--- src/rtl/pipe_hazard_chain_if.sv ---
// Handshake, forwarding-query and output bundle of the in-order hazard-aware pipeline chain.
interface pipe_hazard_chain_if #(
   parameter int STAGES = 3,
   parameter int DATA_W = 16,
   parameter int ADDR_W = 3,
   parameter int NSRC   = 2
);
   logic                     in_valid;
   logic                     in_ready;
   logic [DATA_W-1:0]        in_data;
   logic                     in_wr_en;
   logic [ADDR_W-1:0]        in_wr_addr;
   logic                     in_res_rdy;
   logic [DATA_W-1:0]        in_res_data;
   logic                     upd_valid;
   logic [DATA_W-1:0]        upd_data;
   logic [STAGES:0]          flush_mask;
   logic [NSRC-1:0]          qry_en;
   logic [NSRC*ADDR_W-1:0]   qry_addr;
   logic [NSRC-1:0]          fwd_hit;
   logic [NSRC*DATA_W-1:0]   fwd_data;
   logic                     hazard;
   logic                     out_valid;
   logic                     out_ready;
   logic [DATA_W-1:0]        out_data;
   logic                     out_wr_en;
   logic [ADDR_W-1:0]        out_wr_addr;
   logic [DATA_W-1:0]        out_res_data;
   logic [15:0]              hazard_cnt;

   modport master (
      output in_valid, in_data, in_wr_en, in_wr_addr, in_res_rdy, in_res_data,
             upd_valid, upd_data, flush_mask, qry_en, qry_addr, out_ready,
      input  in_ready, fwd_hit, fwd_data, hazard, out_valid, out_data, out_wr_en,
             out_wr_addr, out_res_data, hazard_cnt
   );

   modport slave (
      input  in_valid, in_data, in_wr_en, in_wr_addr, in_res_rdy, in_res_data,
             upd_valid, upd_data, flush_mask, qry_en, qry_addr, out_ready,
      output in_ready, fwd_hit, fwd_data, hazard, out_valid, out_data, out_wr_en,
             out_wr_addr, out_res_data, hazard_cnt
   );
endinterface

--- src/rtl/pipe_hazard_chain.sv ---
// In-order pipeline register chain with backpressure, per-stage flush, load-use bubbles,
// youngest-first operand forwarding and a late-result update port. State changes on the falling edge.
module pipe_hazard_chain #(
   parameter int STAGES    = 3,
   parameter int DATA_W    = 16,
   parameter int ADDR_W    = 3,
   parameter int NSRC      = 2,
   parameter int MEM_STAGE = 1
) (
   input  logic               clk,
   input  logic               rst,
   pipe_hazard_chain_if.slave bus
);
   typedef struct packed {
      logic              vld;
      logic              wen;
      logic [ADDR_W-1:0] waddr;
      logic [DATA_W-1:0] data;
      logic              rrdy;
      logic [DATA_W-1:0] res;
   } ent_t;

   // Where a late result lands when the chain advances; entries leaving the chain are not updated.
   localparam int  UPD_ADV = (MEM_STAGE < STAGES-1) ? MEM_STAGE+1 : MEM_STAGE;
   localparam bit  UPD_CAN_ADV = (MEM_STAGE < STAGES-1);

   ent_t [STAGES-1:0] st_q, st_d;
   logic [15:0]       hcnt_q, hcnt_d;
   logic              stall, haz, accept, upd_hit;
   ent_t              in_ent;

   assign stall            = st_q[STAGES-1].vld & ~bus.out_ready;
   assign accept           = bus.in_valid & bus.in_ready;
   assign upd_hit          = bus.upd_valid & st_q[MEM_STAGE].vld & ~st_q[MEM_STAGE].rrdy;

   assign bus.in_ready     = ~stall & ~haz;
   assign bus.hazard       = haz;
   assign bus.out_valid    = st_q[STAGES-1].vld;
   assign bus.out_data     = st_q[STAGES-1].data;
   assign bus.out_wr_en    = st_q[STAGES-1].wen;
   assign bus.out_wr_addr  = st_q[STAGES-1].waddr;
   assign bus.out_res_data = st_q[STAGES-1].res;
   assign bus.hazard_cnt   = hcnt_q;

   // Forwarding scans oldest to youngest so the youngest matching producer overrides.
   always_comb begin
      logic              fnd;
      logic              frdy;
      logic [DATA_W-1:0] fres;
      haz          = 1'b0;
      bus.fwd_hit  = '0;
      bus.fwd_data = '0;
      for (int i = 0; i < NSRC; i++) begin
         fnd  = 1'b0;
         frdy = 1'b0;
         fres = '0;
         for (int k = STAGES-1; k >= 0; k--) begin
            if (st_q[k].vld && st_q[k].wen &&
                st_q[k].waddr == bus.qry_addr[i*ADDR_W +: ADDR_W]) begin
               fnd  = 1'b1;
               frdy = st_q[k].rrdy;
               fres = st_q[k].res;
            end
         end
         if (bus.qry_en[i] && fnd) begin
            if (frdy) begin
               bus.fwd_hit[i]                    = 1'b1;
               bus.fwd_data[i*DATA_W +: DATA_W] = fres;
            end else begin
               haz = 1'b1;
            end
         end
      end
   end

   always_comb begin
      in_ent       = '0;
      in_ent.vld   = accept & ~bus.flush_mask[0];
      in_ent.wen   = bus.in_wr_en;
      in_ent.waddr = bus.in_wr_addr;
      in_ent.data  = bus.in_data;
      in_ent.rrdy  = bus.in_res_rdy;
      in_ent.res   = bus.in_res_data;

      st_d = st_q;
      if (stall) begin
         for (int k = 0; k < STAGES; k++)
            st_d[k].vld = st_q[k].vld & ~bus.flush_mask[k+1];
         if (upd_hit) begin
            st_d[MEM_STAGE].res  = bus.upd_data;
            st_d[MEM_STAGE].rrdy = 1'b1;
         end
      end else begin
         st_d[0] = in_ent;
         for (int k = 1; k < STAGES; k++) begin
            st_d[k]     = st_q[k-1];
            st_d[k].vld = st_q[k-1].vld & ~bus.flush_mask[k];
         end
         if (upd_hit && UPD_CAN_ADV) begin
            st_d[UPD_ADV].res  = bus.upd_data;
            st_d[UPD_ADV].rrdy = 1'b1;
         end
      end

      hcnt_d = hcnt_q;
      if (haz && bus.in_valid && hcnt_q != 16'hFFFF)
         hcnt_d = hcnt_q + 16'd1;
   end

   always_ff @(negedge clk or negedge rst) begin
      if (!rst) begin
         st_q   <= '0;
         hcnt_q <= '0;
      end else begin
         st_q   <= st_d;
         hcnt_q <= hcnt_d;
      end
   end
endmodule

--- src/flat_wrapper.sv ---
// flat-port wrapper written by rule: the top's interface ports become plain ports
module pipe_hazard_chain_flat 
#(
   parameter int STAGES    = 3,
   parameter int DATA_W    = 16,
   parameter int ADDR_W    = 3,
   parameter int NSRC      = 2,
   parameter int MEM_STAGE = 1
)
  (clk, rst, bus_in_valid, bus_in_data, bus_in_wr_en, bus_in_wr_addr, bus_in_res_rdy, bus_in_res_data, bus_upd_valid, bus_upd_data, bus_flush_mask, bus_qry_en, bus_qry_addr, bus_out_ready, bus_in_ready, bus_fwd_hit, bus_fwd_data, bus_hazard, bus_out_valid, bus_out_data, bus_out_wr_en, bus_out_wr_addr, bus_out_res_data, bus_hazard_cnt);
  pipe_hazard_chain_if #(.STAGES(STAGES), .DATA_W(DATA_W), .ADDR_W(ADDR_W), .NSRC(NSRC)) bus_i ();
  input  logic clk;
  input  logic rst;
  input wire logic [$bits(bus_i.in_valid)-1:0] bus_in_valid;
  input wire logic [$bits(bus_i.in_data)-1:0] bus_in_data;
  input wire logic [$bits(bus_i.in_wr_en)-1:0] bus_in_wr_en;
  input wire logic [$bits(bus_i.in_wr_addr)-1:0] bus_in_wr_addr;
  input wire logic [$bits(bus_i.in_res_rdy)-1:0] bus_in_res_rdy;
  input wire logic [$bits(bus_i.in_res_data)-1:0] bus_in_res_data;
  input wire logic [$bits(bus_i.upd_valid)-1:0] bus_upd_valid;
  input wire logic [$bits(bus_i.upd_data)-1:0] bus_upd_data;
  input wire logic [$bits(bus_i.flush_mask)-1:0] bus_flush_mask;
  input wire logic [$bits(bus_i.qry_en)-1:0] bus_qry_en;
  input wire logic [$bits(bus_i.qry_addr)-1:0] bus_qry_addr;
  input wire logic [$bits(bus_i.out_ready)-1:0] bus_out_ready;
  output wire logic [$bits(bus_i.in_ready)-1:0] bus_in_ready;
  output wire logic [$bits(bus_i.fwd_hit)-1:0] bus_fwd_hit;
  output wire logic [$bits(bus_i.fwd_data)-1:0] bus_fwd_data;
  output wire logic [$bits(bus_i.hazard)-1:0] bus_hazard;
  output wire logic [$bits(bus_i.out_valid)-1:0] bus_out_valid;
  output wire logic [$bits(bus_i.out_data)-1:0] bus_out_data;
  output wire logic [$bits(bus_i.out_wr_en)-1:0] bus_out_wr_en;
  output wire logic [$bits(bus_i.out_wr_addr)-1:0] bus_out_wr_addr;
  output wire logic [$bits(bus_i.out_res_data)-1:0] bus_out_res_data;
  output wire logic [$bits(bus_i.hazard_cnt)-1:0] bus_hazard_cnt;
  assign bus_i.in_valid = bus_in_valid;
  assign bus_i.in_data = bus_in_data;
  assign bus_i.in_wr_en = bus_in_wr_en;
  assign bus_i.in_wr_addr = bus_in_wr_addr;
  assign bus_i.in_res_rdy = bus_in_res_rdy;
  assign bus_i.in_res_data = bus_in_res_data;
  assign bus_i.upd_valid = bus_upd_valid;
  assign bus_i.upd_data = bus_upd_data;
  assign bus_i.flush_mask = bus_flush_mask;
  assign bus_i.qry_en = bus_qry_en;
  assign bus_i.qry_addr = bus_qry_addr;
  assign bus_i.out_ready = bus_out_ready;
  assign bus_in_ready = bus_i.in_ready;
  assign bus_fwd_hit = bus_i.fwd_hit;
  assign bus_fwd_data = bus_i.fwd_data;
  assign bus_hazard = bus_i.hazard;
  assign bus_out_valid = bus_i.out_valid;
  assign bus_out_data = bus_i.out_data;
  assign bus_out_wr_en = bus_i.out_wr_en;
  assign bus_out_wr_addr = bus_i.out_wr_addr;
  assign bus_out_res_data = bus_i.out_res_data;
  assign bus_hazard_cnt = bus_i.hazard_cnt;
  pipe_hazard_chain #(.STAGES(STAGES), .DATA_W(DATA_W), .ADDR_W(ADDR_W), .NSRC(NSRC), .MEM_STAGE(MEM_STAGE)) u_core (.clk(clk), .rst(rst), .bus(bus_i));
endmodule
--- config.mk ---
export PLATFORM = sky130hd
export DESIGN_NAME = pipe_hazard_chain_flat
export DESIGN_NICKNAME = d
export VERILOG_FILES = /design/src/rtl/pipe_hazard_chain_if.sv /design/src/rtl/pipe_hazard_chain.sv /design/src/flat_wrapper.sv
export SDC_FILE = /design/constraint.sdc
export NUM_CORES = 1
export LEC_CHECK = 0
export BUFFER_PORTS_ARGS = -buffer_cell sky130_fd_sc_hd__buf_2
export CELL_PAD_IN_SITES_DETAIL_PLACEMENT = 2
export CELL_PAD_IN_SITES_GLOBAL_PLACEMENT = 2
export CORE_MARGIN = 2
export CORE_UTILIZATION = 32
export CTS_CLUSTER_SIZE = 25
export DETAILED_ROUTE_END_ITERATION = 10
export PLACE_DENSITY = 0.81
export SKIP_CTS_REPAIR_TIMING = 1
export SLEW_MARGIN = 10
export SYNTH_ARGS = -nofsm -noshare
export SYNTH_HDL_FRONTEND = slang
export SYNTH_SLANG_ARGS = --single-unit
--- constraint.sdc ---
create_clock -name clk -period 2.6 [get_ports clk]
set_clock_uncertainty 0.1 [all_clocks]
set_input_delay 0.13 -clock clk [delete_from_list [all_inputs] [get_ports clk]]
set_output_delay 0.13 -clock clk [all_outputs]
set_load 0.01 [all_outputs]
==> flow_metrics.tcl <==
set metrics [dict create \
    fin_util_pct 45.94 \
    rrSetupSlack_ns -0.36 \
    postSynthCellCount 742 \
    fin_cells 1230 \
    place_congestion 0.8170 \
    leakagePower_uw 0.004646 \
    clock-root-buffer "clkbuf_16" \
    synth_mux_area_share_pct 2.581 \
    die_area_um2 21920 \
    setup_violations 59 \
    drt-total-wl_um 27120 \
    syn_avg_cell_area_um2 8.949 \
    synthArstFlopShare_pct 100.0 \
    grt_pass1_vias 6516 \
    rows 52 \
    relSlewSlack_pct 67.24 \
    wl_per_cell_um 22.05 \
    n_antenna_cell 0 \
    critPathTopFamily "simple AND/OR/NAND/NOR gates" \
    dpl_cell_area_um2 8152 \
    peakVddDrop_v 0.0004727 \
    cap_violations 0 \
    track_usage_pct 21.33 \
    hold_path_class "register to register" \
    r2r-end "u_core.bus.hazard_cnt[15]$_DFFE_NN0P_" \
    endpoint_kind "output port" \
    critical_path.endpoint "bus_fwd_data[31]" \
    crit_path_start_kind "register" \
    initial_core_util_pct 32.71 \
    crit_start "u_core.st_q[73]$_DFFE_NN0N_" \
    grt_max_degree 61 \
    cts_tree "built" \
    critPathSlowestCell "or4_4" \
    synthToLayoutAreaGrowth_pct 40.46 \
    vias 6277 \
    synth_top_area_cell "dfrtn_1" \
    crit_buf_inv 2 \
    rsz0062_at_grt "true" \
    core_area_um2 20300 \
    clkLatencyLatePin_ns 0.41 \
    synth_top_area_share_pct 48.99 \
    layout_setup_ws_ns -1.657 \
    power_uw 5637 \
    status "complete, but fails checks" \
    worstPathMaxFanout 10 \
    cts_max_level 4 \
    synth_edf_count 0 \
    ys.flop_type "dfrtn_1" \
    path_class "register to output port" \
    hold_violations 0 \
    finalMaxSlewViolations 0 \
    layout-drive-gt1-share_pct 39.27 \
    fin_area_um2 9326 \
    synth.area.top_cells "dfrtn_1 49%, nand2_1 15%, buf_4 4.1%, a22oi_1 3.6%, xor2_1 3.2%" \
    synthAdderAreaFrac_pct 0.1884 \
    cts_buffer_depth 2 \
    grt_pass1_wl_um 36600 \
    clock_sinks 130 \
    antenna_left 0 \
    die_h_um 148.1 \
    antenna_found_initial 0 \
    dr.first_iter.drc_count 263 \
    port_buffers 158 \
    syn-num-nets 813 \
    max_stage_delay_ns 0.61 \
    synth_compound_area_share_pct 14.60 \
    critical_path.cell_chain "xor2_1, or4_4, a31oi_4, nand2_4, buf_12, a211oi_4, buf_2" \
    hpwl_um 16180 \
    dieWidth_um 148.1 \
    synthSimpleGateAreaFrac_pct 21.95 \
    synth_seq_cells 130 \
    drt_first_pass_iters 4 \
    ys_types 47 \
    vias_per_cell 5.103 \
    synth_seq_area_share_pct 48.99 \
    cts.clk_slew.worst_paths_ns 0.05 \
    cts_buffers 17 \
    violations "negative setup slack" \
    worstMarginPinSlew_ns 0.4915 \
    regToRegStartpoint "u_core.st_q[73]$_DFFE_NN0N_" \
    cp.arrival_ns 4.03 \
    powerDensity_nw_per_um2 604.4 \
    r2r_cells 9 \
    netlist_area_um2 6640 \
    cp.depth 7 \
    drc 0 \
    synth_top_family_by_area "simple AND/OR/NAND/NOR gates" \
    synth_xor_area_share_pct 4.466 \
    fin_nets 1018 \
    placed_cells 1161 \
    ys_warn_count 0 \
    ios 159 \
    grt_overflow 0 \
    required_ns 2.37 \
]
[worst min path at each step]
stage                                        startpoint                                  end  slack, ns  cells after the start
floorplan                   u_core.st_q[17]$_DFFE_NN0N_          u_core.st_q[17]$_DFFE_NN0N_       0.30                      2
global placement    u_core.bus.out_data[14]$_DFFE_NN0N_  u_core.bus.out_data[14]$_DFFE_NN0N_       0.31                      2
detailed placement   u_core.bus.out_data[5]$_DFFE_NN0N_   u_core.bus.out_data[5]$_DFFE_NN0N_       0.31                      2
CTS                  u_core.bus.out_data[5]$_DFFE_NN0N_   u_core.bus.out_data[5]$_DFFE_NN0N_       0.31                      2
global route         u_core.bus.out_data[5]$_DFFE_NN0N_   u_core.bus.out_data[5]$_DFFE_NN0N_       0.34                      2
finish               u_core.bus.out_data[5]$_DFFE_NN0N_   u_core.bus.out_data[5]$_DFFE_NN0N_       0.31                      2
[final cells by class]
class / count / area, um2
multi-input combinational: 527 / 3233
sequential: 130 / 3253
clock inverter: 15 / 162.7
tap: 270 / 337.8
timing repair buffer: 264 / 1888
fill: 2213 / 10970
clock buffer: 17 / 425.4
inverter: 7 / 26.28
[worst register-to-register path: cells and delay by family (launching register included)]
family / cells / cell delay [ns]
xor+xnor: 2 / 0.28
compound gates: 2 / 0.46
buf+inv: 3 / 0.54
simple gates: 2 / 0.88
flops: 1 / 0.55
[cells in the mapped netlist, types with 2 or more instances]
cell	n
a211oi_1	23
a211oi_2	11
a21boi_0	2
a21oi_1	18
a21oi_2	10
a22oi_1	32
and2_1	2
and4_1	2
buf_2	2
buf_4	36
buf_6	3
clkbuf_1	37
dfrtn_1	130
inv_1	7
mux2i_1	16
nand2_1	257
nand2b_1	2
nand3_1	7
nand3b_1	4
nand4_1	4
nor2_1	55
nor4_1	2
nor4_4	2
o21ai_0	23
or3_1	2
or4_1	2
xnor2_1	8
xor2_1	24
[cell families after synthesis]
logic type | after synthesis
xor+xnor | 33
flops | 130
buf+inv | 85
compound gates | 128
mux | 17
fa+ha+maj | 1
simple gates | 348
[layout by cell type, fill, tap and decap left out, types with 3 or more instances in the layout]
| master | count |
|---|---|
| xnor2_1 | 8 |
| inv_1 | 6 |
| buf_2 | 149 |
| a22oi_2 | 7 |
| a21oi_2 | 7 |
| nand4_1 | 4 |
| nand2_1 | 254 |
| inv_6 | 7 |
| buf_12 | 14 |
| a211oi_4 | 4 |
| a211oi_2 | 30 |
| a21oi_4 | 3 |
| dfrtn_1 | 130 |
| or4_4 | 3 |
| a22oi_1 | 26 |
| o21ai_0 | 21 |
| xor2_1 | 21 |
| nand3_1 | 7 |
| a21oi_1 | 18 |
| mux2i_1 | 16 |
| nor4_4 | 4 |
| xor2_2 | 4 |
| nand3b_1 | 4 |
| nor2_1 | 53 |
| clkbuf_16 | 18 |
| buf_4 | 78 |
| buf_6 | 21 |
[flip-flops by register name, indices dropped and copies added (netlist names)]
| register | cells |
|---|---|
| u_core.bus.hazard_cnt | 16 |
| u_core.st_q | 77 |
| u_core.bus.out_wr_addr | 3 |
| u_core.bus.out_data | 16 |
| u_core.bus.out_res_data | 16 |
| u_core.bus.out_wr_en | 1 |
| u_core.bus.out_valid | 1 |
[where the power goes]
part	leakage (uW)	switching (uW)	internal, uW
sequential	0.00156	164	2220
combinational	0.00280	457	350
clock	0.000283	1080	1360
total	0.00465	1700	3930
[through the flow]
step                      TNS (ns)  setup WS, ns  hold WS, ns
after floorplan             -42.36       -0.9711       0.2992
after global placement      -49.97        -1.046       0.3057
after detailed placement    -54.78        -1.148       0.3143
after CTS                   -65.59        -1.602       0.3142
after global routing        -75.44        -1.695       0.3393
final                       -72.09        -1.657       0.3063
[routing by layer]
| metal | part of all wire [%] | vias to the layer above | routed length, um | track usage [%] |
|---|---|---|---|---|
| li1 | - | 2842 | - | - |
| met1 | 40 | 3229 | 10890 | 27.56 |
| met2 | 54 | 164 | 14580 | 37.45 |
| met3 | 3.4 | 42 | 922 | 3.620 |
| met4 | 2.7 | 0 | 726 | 5.000 |
| met5 | 0 | - | 0 | 0 |
(Power assumes the default switching activity.)
